--- config.mk ---
export PLATFORM = sky130hd
export DESIGN_NAME = rmw_counter_1r1w_flat
export DESIGN_NICKNAME = d
export VERILOG_FILES = /design/src/rtl/rmw_counter_1r1w_if.sv /design/src/rtl/rmw_counter_1r1w.sv /design/src/flat_wrapper.sv
export SDC_FILE = /design/constraint.sdc
export NUM_CORES = 1
export LEC_CHECK = 0
export ABC_AREA = 1
export CAP_MARGIN = 20
export CORE_MARGIN = 4
export CORE_UTILIZATION = 37
export DETAILED_ROUTE_END_ITERATION = 8
export PLACE_DENSITY = 0.84
export SETUP_SLACK_MARGIN = 0.02
export SLEW_MARGIN = 25
export SYNTH_ARGS = -nofsm -noshare
export SYNTH_HDL_FRONTEND = slang
export SYNTH_SLANG_ARGS = --single-unit
--- constraint.sdc ---
create_clock -name clk -period 3.8 [get_ports clk]
set_input_delay 0.76 -clock clk [delete_from_list [all_inputs] [get_ports clk]]
set_output_delay 0.76 -clock clk [all_outputs]
set_load 0.005 [all_outputs]
--- src/rtl/rmw_counter_1r1w_if.sv ---
// Signal bundle between the counter RMW initiator (master), its update client and the 1r1w memory
// atom (slave side). Clock and reset stay outside the bundle.
interface rmw_counter_1r1w_if #(
  parameter int unsigned BITADDR = 3,
  parameter int unsigned BITDATA = 8,
  parameter int unsigned BITINCR = 4
);

  logic               mem_ready;

  logic               upd_vld;
  logic               upd_rdy;
  logic [BITADDR-1:0] upd_adr;
  logic [BITINCR-1:0] upd_inc;

  logic               res_vld;
  logic [BITADDR-1:0] res_adr;
  logic [BITDATA-1:0] res_dout;
  logic               res_sat;

  logic               read_0;
  logic [BITADDR-1:0] rd_adr_0;
  logic [BITDATA-1:0] rd_dout_0;

  logic               write_1;
  logic [BITADDR-1:0] wr_adr_1;
  logic [BITDATA-1:0] wr_din_1;

  modport master (
    input  mem_ready,
    input  upd_vld,
    output upd_rdy,
    input  upd_adr,
    input  upd_inc,
    output res_vld,
    output res_adr,
    output res_dout,
    output res_sat,
    output read_0,
    output rd_adr_0,
    input  rd_dout_0,
    output write_1,
    output wr_adr_1,
    output wr_din_1
  );

  modport slave (
    output mem_ready,
    output upd_vld,
    input  upd_rdy,
    output upd_adr,
    output upd_inc,
    input  res_vld,
    input  res_adr,
    input  res_dout,
    input  res_sat,
    input  read_0,
    input  rd_adr_0,
    output rd_dout_0,
    input  write_1,
    input  wr_adr_1,
    input  wr_din_1
  );

endinterface

--- src/rtl/rmw_counter_1r1w.sv ---
// Read-modify-write counter engine on a 1r1w memory: one increment per cycle, write-back after the
// read latency, in-flight forwarding, and a zeroing sweep whenever the memory becomes ready.
module rmw_counter_1r1w #(
  parameter int unsigned NUMADDR    = 8,
  parameter int unsigned BITADDR    = 3,
  parameter int unsigned BITDATA    = 8,
  parameter int unsigned BITINCR    = 4,
  parameter int unsigned SRAM_DELAY = 0,
  parameter int unsigned SATURATE   = 1
) (
  input logic                clk,
  input logic                rst,
  rmw_counter_1r1w_if.master bus
);

  typedef enum logic [1:0] {StWait, StInit, StRun} state_e;

  state_e             state_q, state_d;
  logic [BITADDR-1:0] init_adr_q, init_adr_d;

  logic               upd_rdy;
  logic               upd_acc;

  // Final pipeline stage: the update whose read data is on rd_dout_0 this cycle.
  logic               st_vld;
  logic [BITADDR-1:0] st_adr;
  logic [BITINCR-1:0] st_inc;

  logic               fwd_hit;
  logic [BITDATA-1:0] fwd_dat;
  logic               pipe_busy;

  logic [BITDATA-1:0] old_val;
  logic [BITDATA:0]   sum;
  logic [BITDATA-1:0] result;

  logic               wr_vld;
  logic [BITADDR-1:0] wr_adr;
  logic [BITDATA-1:0] wr_dat;

  assign upd_rdy = (state_q == StRun) && bus.mem_ready;
  assign upd_acc = bus.upd_vld && upd_rdy;

  always_ff @(posedge clk or negedge rst) begin
    if (!rst) begin
      state_q    <= StWait;
      init_adr_q <= '0;
    end else begin
      state_q    <= state_d;
      init_adr_q <= init_adr_d;
    end
  end

  always_comb begin
    state_d    = state_q;
    init_adr_d = init_adr_q;
    unique case (state_q)
      StWait: begin
        // Let in-flight write-backs finish first so the sweep owns the write port.
        if (bus.mem_ready && !pipe_busy) begin
          state_d    = StInit;
          init_adr_d = '0;
        end
      end
      StInit: begin
        if (init_adr_q == BITADDR'(NUMADDR - 1)) begin
          state_d    = StRun;
          init_adr_d = '0;
        end else begin
          init_adr_d = init_adr_q + 1'b1;
        end
      end
      StRun: begin
        if (!bus.mem_ready) begin
          state_d = StWait;
        end
      end
      default: state_d = StWait;
    endcase
  end

  if (SRAM_DELAY == 0) begin : g_no_delay
    assign st_vld    = upd_acc;
    assign st_adr    = bus.upd_adr;
    assign st_inc    = bus.upd_inc;
    assign fwd_hit   = 1'b0;
    assign fwd_dat   = '0;
    assign pipe_busy = 1'b0;
  end else begin : g_delay
    logic [SRAM_DELAY-1:0] vld_q;
    logic [BITADDR-1:0]    adr_q [SRAM_DELAY];
    logic [BITINCR-1:0]    inc_q [SRAM_DELAY];
    // Write history: entry 0 is last cycle's write, entry SRAM_DELAY-1 the oldest kept.
    logic [SRAM_DELAY-1:0] wh_vld_q;
    logic [BITADDR-1:0]    wh_adr_q [SRAM_DELAY];
    logic [BITDATA-1:0]    wh_dat_q [SRAM_DELAY];

    always_ff @(posedge clk or negedge rst) begin
      if (!rst) begin
        vld_q    <= '0;
        wh_vld_q <= '0;
        for (int k = 0; k < SRAM_DELAY; k++) begin
          adr_q[k]    <= '0;
          inc_q[k]    <= '0;
          wh_adr_q[k] <= '0;
          wh_dat_q[k] <= '0;
        end
      end else begin
        vld_q[0]    <= upd_acc;
        adr_q[0]    <= bus.upd_adr;
        inc_q[0]    <= bus.upd_inc;
        wh_vld_q[0] <= wr_vld;
        wh_adr_q[0] <= wr_adr;
        wh_dat_q[0] <= wr_dat;
        for (int k = 1; k < SRAM_DELAY; k++) begin
          vld_q[k]    <= vld_q[k-1];
          adr_q[k]    <= adr_q[k-1];
          inc_q[k]    <= inc_q[k-1];
          wh_vld_q[k] <= wh_vld_q[k-1];
          wh_adr_q[k] <= wh_adr_q[k-1];
          wh_dat_q[k] <= wh_dat_q[k-1];
        end
      end
    end

    assign st_vld    = vld_q[SRAM_DELAY-1];
    assign st_adr    = adr_q[SRAM_DELAY-1];
    assign st_inc    = inc_q[SRAM_DELAY-1];
    assign pipe_busy = |vld_q;

    // History covers exactly the writes the memory read missed; oldest first so the youngest wins.
    always_comb begin
      fwd_hit = 1'b0;
      fwd_dat = '0;
      for (int j = SRAM_DELAY - 1; j >= 0; j--) begin
        if (wh_vld_q[j] && (wh_adr_q[j] == st_adr)) begin
          fwd_hit = 1'b1;
          fwd_dat = wh_dat_q[j];
        end
      end
    end
  end

  always_comb begin
    old_val = fwd_hit ? fwd_dat : bus.rd_dout_0;
    sum     = {1'b0, old_val} + {{(BITDATA + 1 - BITINCR){1'b0}}, st_inc};
    result  = sum[BITDATA-1:0];
    if ((SATURATE != 0) && sum[BITDATA]) begin
      result = '1;
    end
  end

  always_comb begin
    wr_vld = 1'b0;
    wr_adr = '0;
    wr_dat = '0;
    if (state_q == StInit) begin
      wr_vld = 1'b1;
      wr_adr = init_adr_q;
    end else if (st_vld) begin
      wr_vld = 1'b1;
      wr_adr = st_adr;
      wr_dat = result;
    end
  end

  assign bus.upd_rdy  = upd_rdy;
  assign bus.read_0   = upd_acc;
  assign bus.rd_adr_0 = upd_acc ? bus.upd_adr : '0;

  assign bus.write_1  = wr_vld;
  assign bus.wr_adr_1 = wr_adr;
  assign bus.wr_din_1 = wr_dat;

  assign bus.res_vld  = st_vld;
  assign bus.res_adr  = st_vld ? st_adr : '0;
  assign bus.res_dout = st_vld ? result : '0;
  assign bus.res_sat  = st_vld && sum[BITDATA];

endmodule

--- src/flat_wrapper.sv ---
// flat-port wrapper written by rule: the top's interface ports become plain ports
module rmw_counter_1r1w_flat 
#(
  parameter int unsigned NUMADDR    = 8,
  parameter int unsigned BITADDR    = 3,
  parameter int unsigned BITDATA    = 8,
  parameter int unsigned BITINCR    = 4,
  parameter int unsigned SRAM_DELAY = 0,
  parameter int unsigned SATURATE   = 1
)
  (clk, rst, bus_mem_ready, bus_upd_vld, bus_upd_rdy, bus_upd_adr, bus_upd_inc, bus_res_vld, bus_res_adr, bus_res_dout, bus_res_sat, bus_read_0, bus_rd_adr_0, bus_rd_dout_0, bus_write_1, bus_wr_adr_1, bus_wr_din_1);
  rmw_counter_1r1w_if #(.BITADDR(BITADDR), .BITDATA(BITDATA), .BITINCR(BITINCR)) bus_i ();
  input logic clk;
  input logic rst;
  input wire logic [$bits(bus_i.mem_ready)-1:0] bus_mem_ready;
  input wire logic [$bits(bus_i.upd_vld)-1:0] bus_upd_vld;
  output wire logic [$bits(bus_i.upd_rdy)-1:0] bus_upd_rdy;
  input wire logic [$bits(bus_i.upd_adr)-1:0] bus_upd_adr;
  input wire logic [$bits(bus_i.upd_inc)-1:0] bus_upd_inc;
  output wire logic [$bits(bus_i.res_vld)-1:0] bus_res_vld;
  output wire logic [$bits(bus_i.res_adr)-1:0] bus_res_adr;
  output wire logic [$bits(bus_i.res_dout)-1:0] bus_res_dout;
  output wire logic [$bits(bus_i.res_sat)-1:0] bus_res_sat;
  output wire logic [$bits(bus_i.read_0)-1:0] bus_read_0;
  output wire logic [$bits(bus_i.rd_adr_0)-1:0] bus_rd_adr_0;
  input wire logic [$bits(bus_i.rd_dout_0)-1:0] bus_rd_dout_0;
  output wire logic [$bits(bus_i.write_1)-1:0] bus_write_1;
  output wire logic [$bits(bus_i.wr_adr_1)-1:0] bus_wr_adr_1;
  output wire logic [$bits(bus_i.wr_din_1)-1:0] bus_wr_din_1;
  assign bus_i.mem_ready = bus_mem_ready;
  assign bus_i.upd_vld = bus_upd_vld;
  assign bus_upd_rdy = bus_i.upd_rdy;
  assign bus_i.upd_adr = bus_upd_adr;
  assign bus_i.upd_inc = bus_upd_inc;
  assign bus_res_vld = bus_i.res_vld;
  assign bus_res_adr = bus_i.res_adr;
  assign bus_res_dout = bus_i.res_dout;
  assign bus_res_sat = bus_i.res_sat;
  assign bus_read_0 = bus_i.read_0;
  assign bus_rd_adr_0 = bus_i.rd_adr_0;
  assign bus_i.rd_dout_0 = bus_rd_dout_0;
  assign bus_write_1 = bus_i.write_1;
  assign bus_wr_adr_1 = bus_i.wr_adr_1;
  assign bus_wr_din_1 = bus_i.wr_din_1;
  rmw_counter_1r1w #(.NUMADDR(NUMADDR), .BITADDR(BITADDR), .BITDATA(BITDATA), .BITINCR(BITINCR), .SRAM_DELAY(SRAM_DELAY), .SATURATE(SATURATE)) u_core (.clk(clk), .rst(rst), .bus(bus_i));
endmodule
# == Yosys cells after proc, flatten, opt, wreduce, memory -nomap -nowiden ==
# Cells that the tools add are included.
# op_classes
reduce_logical,7
n_addsub,2
mux,14
eq_ne,6
# ops
operator,count
$mux W8,3
$mux W3,4
$add A8 B4 Y9,1
$mux W2,3
$pmux W2 S3,1
$pmux W3 S2,1
$ne A2 B2 Y1 const B,2
$add A3 B1 Y3 const B,1
$eq A3 B3 Y1 const B,1
$logic_and A1 B1 Y1,3
$reduce_and A3 Y1,1
$eq A2 B1 Y1 const B,1
$eq A2 B2 Y1 const B,1
$logic_not A2 Y1,1
$mux W1,2
$ne A2 B1 Y1 const B,1
$reduce_and A2 Y1,1
$reduce_bool A2 Y1,1
# word_totals
wordCells,31
reg_bits,5
output_inout_bits,30
inputBits,19

# == Logic depth before layout (Yosys ltp) ==
# Gate-level depths: netlist of the first run.
# depth
ltp_word,5
ltp_mapped,8
ltp_nobuf,8

# == Worst setup path before layout of the first run ==
# OpenSTA, ideal clock, no wires.
# synth_path
path_type,input port to output port
startpoint,in bus_rd_dout_0[0]
endpoint,out bus_res_dout[4]
setup_slack_ns,1.187
arrival_time_ns,1.853
required_ns,3.040
path_stages,7
path_buffers,0
path_cell_list,ha_1 fa_1 nand3_1 nand2_1 nand2_1 nand2_1 o21ai_0
# synth_between
elab_chain_len,3
# synth_rtl
item,line,rtl
from (decl),flat_wrapper.sv:26,input wire logic [$bits(bus_i.rd_dout_0)-1:0] bus_rd_dout_0;
$add A8 B4 Y9,rmw_counter_1r1w.sv:146,"sum = {1'b0, old_val} + {{(BITDATA + 1 - BITINCR){1'b0}}, st_inc};"
$mux W8,rmw_counter_1r1w.sv:148,if ((SATURATE != 0) && sum[BITDATA]) begin
$mux W8,rmw_counter_1r1w.sv:177,assign bus.res_dout = st_vld ? result : '0;
to (decl),flat_wrapper.sv:22,output wire logic [$bits(bus_i.res_dout)-1:0] bus_res_dout;
# Every way passes these cells.

# == Worst setup path after layout of the first run ==
# layout_path
startpoint,in bus_rd_dout_0[0]
endpoint,out bus_res_dout[5]
# Same word-level chain as after synthesis.

==> results of run 1 <==
-- worst max-delay path: cells and delay by family --
family                     cells  cell delay (ns)
buffers and inverters          2             0.97
AOI/OAI and AO/OA              1             0.30
adders and majority gates      2             0.40
and+or+nand+nor                3             0.52
-- final timing paths --
kind / end / from
max in group asynchronous: u_core.init_adr_q[0] / rst
min: u_core.state_q[0] / u_core.state_q[0]
max: bus_res_dout[5] / bus_rd_dout_0[0]
max reg2reg: u_core.init_adr_q[0] / u_core.state_q[1]
min in group asynchronous: u_core.init_adr_q[2] / rst
min reg2reg: u_core.state_q[0] / u_core.state_q[0]
-- power by group through the flow --
stage	logic, mW	registers [mW]	clock network [mW]
floorplan	0.106	0.0864	0
global placement	0.190	0.0884	0
detailed placement	0.197	0.0891	0
CTS	0.197	0.0883	0.0663
global route	0.220	0.0916	0.0730
finish	0.197	0.0881	0.0643
-- state kept, by name, summed over array words and instances, names as in the netlist --
signal / flops
u_core.init_adr_q: 3
u_core.state_q: 2
-- layout make-up --
class	instances	area share
sequential	5	0.1036
inverter	19	0.06114
multi-input combinational	79	0.3896
clock buffer	4	0.02176
timing repair buffer	48	0.3979
tap	25	0.02591
-- cell families after synthesis --
kind of cell	after synthesis	share of synthesized area
buffers and inverters	24	0.1649
AND/OR/NAND/NOR	53	0.3728
AO/OA/AOI/OAI	17	0.1344
adder cells (fa/ha/maj)	7	0.1362
flip-flops	5	0.1792
XOR/XNOR	1	0.01255
-- Yosys cell counts (2+ instances only) --
cell,n
a21oi_1,2
buf_4,4
dfrtp_1,5
ha_1,6
inv_1,18
nand2_1,31
nand3_1,9
nor2_1,9
o21ai_0,10
o22ai_1,4
-- layout by cell type, fill, tap and decap left out, drive strengths merged --
master         instances
dfrtp                  5
clkbuf                 4
clkdlybuf4s50         48
nor2                  10
inv                   19
xnor2                  1
o21ai                 10
nand4                  2
ha                     6
fa                     1
nand2                 32
nand3                 10
o22ai                  4
a21oi                  3
-- per-layer routing --
metal,GRT usage,share of wire
met1,0.1773,0.41
met2,0.3030,0.53
met3,0.05831,0.051
met4,0.08297,0.014
met5,0,0
-- per-stage QoR --
| stage | power, mW | setup TNS [ns] | utilization | cell area [µm²] | std cells |
|---|---|---|---|---|---|
| 2_1_floorplan | 0.1921 | 0 | - | 698.2 | 107 |
| 3_3_place_gp | 0.2787 | 0 | 0.6624 | 1169 | 175 |
| 3_5_place_dp | 0.2858 | 0 | 0.6624 | 1169 | 175 |
| 4_1_cts | 0.3518 | 0 | 0.6773 | 1195 | 179 |
| 5_1_grt | 0.3840 | -0.4227 | 0.6844 | 1207 | 180 |
| 6_report | 0.3491 | 0 | 0.6844 | 1207 | 180 |
==> metrics, run 1 <==
status finished, final reports clean; Synth cell types 19; Mapped Area ~700 µm²; Register Area roughly 130 µm²; clk root buf clkbuf_4; Slew Limit Headroom 0.8101; initial antenna violation count 0; Reg power frac 0.252; Placement Setup Slack 0.08675 ns; Cell Chain, Critical Path clkdlybuf4s50_1 -> ha_1 -> fa_1 -> nand3_1 -> a21oi_2 -> nand4_2 -> nand2_1 -> clkdlybuf4s50_1; slowest stage cell on the critical path clkdlybuf4s50_1; gpl congestion around 0.77; worst hold path cell count 1; Row Count 15; # fillers 153; Area Growth Syn to Fin 72.94%; CTS clk-pin slew, worst paths approximately 0.050 ns; initial DRC count 17; multi-input logic area about 470 µm²; net switching power around 0.13 mW; combinational share of power 0.563; worst hold margin 0.4664 ns; Net Sw Frac 0.3803; Final Hold Fails 0; CP max stage delay 0.50 ns; Synth area leaders dfrtp_1 18%, nand2_1 17%, ha_1 11%; # DRC 0; Period minus WS final between 3 and 4 ns; #FFs+latches synth 5; Synth Flop Type dfrtp_1; Syn Area/Cell 6.525 µm²; DRT antenna net count 0; I/O pin total 49; Final Max Tran Viols 0; final wirelength between 2 and 2.5 mm; PnR worst setup slack roughly 0.089 ns; Post-synth EDFFs 0; Synth top area share 0.1792; Syn. warnings 0; IO Port Bufs 48; vias in the first global route between 800 and 900; H-tree levels 1; setup violators final 0; share of layout cells above drive strength 1 0.06452; Slew @ Worst Pin roughly 0.28 ns; Die W 51.44 µm; Max FO, Critical Path 7; Hold WC Path Type flop to flop; die area around 0.0026 mm²; VDD IR max ~0.25 mV; largest net degree at the start of global routing 16; leakage approximately 0.62 nW; Initial Utilization 0.3957; CP arrival roughly 3.0 ns; global route overflow 0; DR pass1 iterations 4; CTS resizes 0; Max-cap violations 0; Worst-Skew Late Latency between 0.2 and 0.3 ns; cts bufs inserted 3; Worst EP required around 3.0 ns; crit path launch type primary input; Cells after Synth 107; Core Region around 0.0018 mm²; async set-or-reset flop fraction in the synthesized netlist 1.000; Setup CP Type primary input to output pin; unrepaired setup endpoints after global routing true; Worst Setup End Kind output pin; postcts setup bufs 0; TritonCTS clock tree yes; Worst Reg-to-Reg Cells 4; post-DR vias/cell about 4.7; hold buffer count at cts 0; Syn Nets 133; clock tree buffer depth 2; first-pass GRT wire length approximately 3.4 mm; # diodes 0; WL per Instance between 10 and 15 µm; Peak Freq about 270 MHz; CTS sink cnt 5; die height roughly 50 µm; total vias in the final route approximately 850; Detailed Place HPWL ~1.8 mm; GRT Util Overall 0.1709; CP most frequent cell clkdlybuf4s50_1; PD cells a little under 300 mW/mm²; post-route clock period utilization 0.9765; clock group share of total power 0.184; Yosys top cell by area dfrtp_1; Reg2Reg Setup Slack around 2.7 ns; Worst Clk Skew around 0.0013 ns; sequential area share after synthesis 0.1792; internal cell power 0.2163 mW; nets 182
Power figures use the tool's default switching activity.
==> run 2, diff against run 1 <==
--- a/config.mk
+++ b/config.mk
@@ -8,9 +8,10 @@
 export ABC_AREA = 1
 export CAP_MARGIN = 20
 export CORE_MARGIN = 4
-export CORE_UTILIZATION = 37
+export CORE_UTILIZATION = 38
+export CTS_BUF_LIST = sky130_fd_sc_hd__clkbuf_8
 export DETAILED_ROUTE_END_ITERATION = 8
-export PLACE_DENSITY = 0.84
+export PLACE_DENSITY = 0.86
 export SETUP_SLACK_MARGIN = 0.02
 export SLEW_MARGIN = 25
 export SYNTH_ARGS = -nofsm -noshare
==> run 2 against run 1 <==
Effect of this change: routed wire length rose by 1.3%; global-route usage increased by 1.2 points; first-iteration DRC count down 5.9%; worst hold slack is essentially flat; setup slack gained 0.035 ns; critical path depth up 1; critical path type unchanged; count of clock-buffer cells in the layout down 1.
==> metrics, run 2 (synthesis results as in run 1) <==
status finished, final reports clean; CP bufs+invs 2 (unchanged); nets 182 (unchanged); slowest stage cell on the critical path clkdlybuf4s50_1; Slew @ Worst Pin 0.3220 ns (+0.03712 ns); postcts setup bufs 0 (unchanged); share of layout cells above drive strength 1 0.06452 (unchanged); Worst Clk Skew 0.0001042 ns (-0.001197 ns); CP startpoint bus_rd_dout_0[0]; initial DRC count 16 (-1); crit path launch type primary input; setup violators final 0 (unchanged); Area Growth Syn to Fin 75.63%; clock tree buffer depth 2 (unchanged); multi-input logic area 470.5 µm² (unchanged); I/O pin total 49 (unchanged); Worst Setup End Kind output pin; global route overflow 0 (unchanged); Initial Utilization 0.4043 (+0.008603); Die W 50.87 µm (-1.1%); total vias in the final route 863 (+1.6%); TritonCTS clock tree yes; max FFs per register 3 (unchanged); Row Count 15 (unchanged); WL per Instance 12.32 µm (+1.3%); CTS sink cnt 5 (unchanged); M1 WL 887 µm (-0.56%); GRT Util Overall 0.1832 (+0.01225); DR pass1 iterations 4 (unchanged); clk root buf clkbuf_8; H-tree levels 1 (unchanged); DP Area 0.001169 mm² (unchanged); VDD IR max 0.1699 mV (-33%); Placement Setup Slack 0.1293 ns (+0.04257 ns); Max FO, Critical Path 2 (-5); commonest non-fill, non-tap cell in the layout clkdlybuf4s50_1; Detailed Place HPWL 1.733 mm (-2.7%); Max-cap violations 0 (unchanged); CTS clk-pin slew, worst paths 0.03 ns (-0.02 ns); die height 50.87 µm (-1.1%); DRT antenna net count 0 (unchanged); cts bufs inserted 3 (unchanged); Final Max Tran Viols 0 (unchanged); post-route clock period utilization 0.9674 (-0.009131); most flop-heavy register u_core.init_adr_q; IO Port Bufs 48 (unchanged); Worst EP required 3.04 ns (about the same); Largest delay share family, worst path buffers and inverters; # diodes 0 (unchanged); Core Region 0.001727 mm² (-2.1%); PnR worst setup slack 0.1239 ns (+0.03470 ns); Register Area 125.1 µm² (unchanged); # DRC 0 (unchanged); PD cells 315.9 mW/mm² (+9.3%); Power, Total 0.3874 mW (+11%); gpl congestion 0.8773 (+14%); largest net degree at the start of global routing 16 (unchanged); Hold WC Path Type flop to flop; # fillers 145 (-5.2%); Period minus WS final 3.676 ns (-0.03470 ns); FF-to-FF Start u_core.state_q[1]; first-pass GRT wire length 3.657 mm (+6.4%); post-DR vias/cell 4.794 (+1.6%); Worst Hold Launch u_core.state_q[0]; commonest cells after routing, fill and taps aside 48 x clkdlybuf4s50_1, 31 x nand2_1, 19 x inv_1; unrepaired setup endpoints after global routing true; initial antenna violation count 0 (unchanged); CP arrival 2.92 ns (-0.03 ns); Cell Chain, Critical Path clkdlybuf4s50_1 -> ha_1 -> fa_1 -> nand3_1 -> nand2_1 -> nand2_1 -> o21ai_0 -> nor2_1 -> clkdlybuf4s50_1; die area 0.002587 mm² (-2.2%); Final Hold Fails 0 (unchanged); Peak Freq 272.0 MHz (+0.94%); Final Cell Area 0.001226 mm² (+1.6%); leakage 0.6348 nW (+1.9%); met3 wire length 138 µm (+24%); top sig layer met4; Worst-Skew Late Latency 0.22 ns (-0.03 ns); CP max stage delay 0.52 ns (+0.02 ns); final wirelength 2.218 mm (+1.3%); met2 WL 1.160 mm (+0.61%); vias in the first global route 879 (+7.2%); top flop regs u_core.init_adr_q: 3 flops, u_core.state_q: 2 flops; Slew Limit Headroom 0.7831 (-0.02702); Setup CP Type primary input to output pin
-- run 2: area by class of cell --
| class | count | share of cell area |
|---|---|---|
| clock buffer | 3 | 0.03367 |
| clock inverter | 1 | 0.003061 |
| inverter | 19 | 0.06020 |
| multi-input combinational | 79 | 0.3837 |
| sequential | 5 | 0.1020 |
| tap | 25 | 0.02551 |
| timing repair buffer | 48 | 0.3918 |
-- run 2: layer usage --
layer  track usage  up-vias
li1              -      442
met4       0.05381        0
met2        0.3435       35
met3       0.04665        5
met5             0        -
met1        0.2004      381
-- run 2: path summary, 6_finish.rpt --
| check | end | slack [ns] | depth (start not counted) |
|---|---|---|---|
| worst max register to register | u_core.init_adr_q[0] | 2.62 | 4 |
| max in group asynchronous | u_core.state_q[1] | 2.83 | 1 |
| worst min register to register | u_core.state_q[0] | 0.47 | 1 |
| min in group asynchronous | u_core.init_adr_q[0] | 0.77 | 1 |
| worst min-delay path | u_core.state_q[0] | 0.47 | 1 |
| worst max-delay path | bus_wr_din_1[6] | 0.12 | 9 |
-- run 2: where the power goes --
| group | internal [mW] | switching, mW | total, mW | leakage, nW |
|---|---|---|---|---|
| Sequential | 0.0761 | 0.0137 | 0.0898 | 0.0616 |
| Combinational | 0.102 | 0.102 | 0.204 | 0.546 |
| Clock | 0.0691 | 0.0246 | 0.0937 | 0.0269 |
-- run 2: timing repair --
item	4_1_cts	5_1_grt
setup endpoints to repair	0	4
gates resized for setup	0	0
hold buffers	0	0
-- run 2: through the flow --
stage               cells  setup TNS [ns]  hold WS (ns)    util
floorplan             107               0        0.4424       -
global placement      175               0        0.4580  0.6768
detailed placement    175               0        0.4606  0.6768
CTS                   179               0        0.4649  0.7029
global route          180         -0.2004        0.5053  0.7101
finish                180               0        0.4663  0.7101
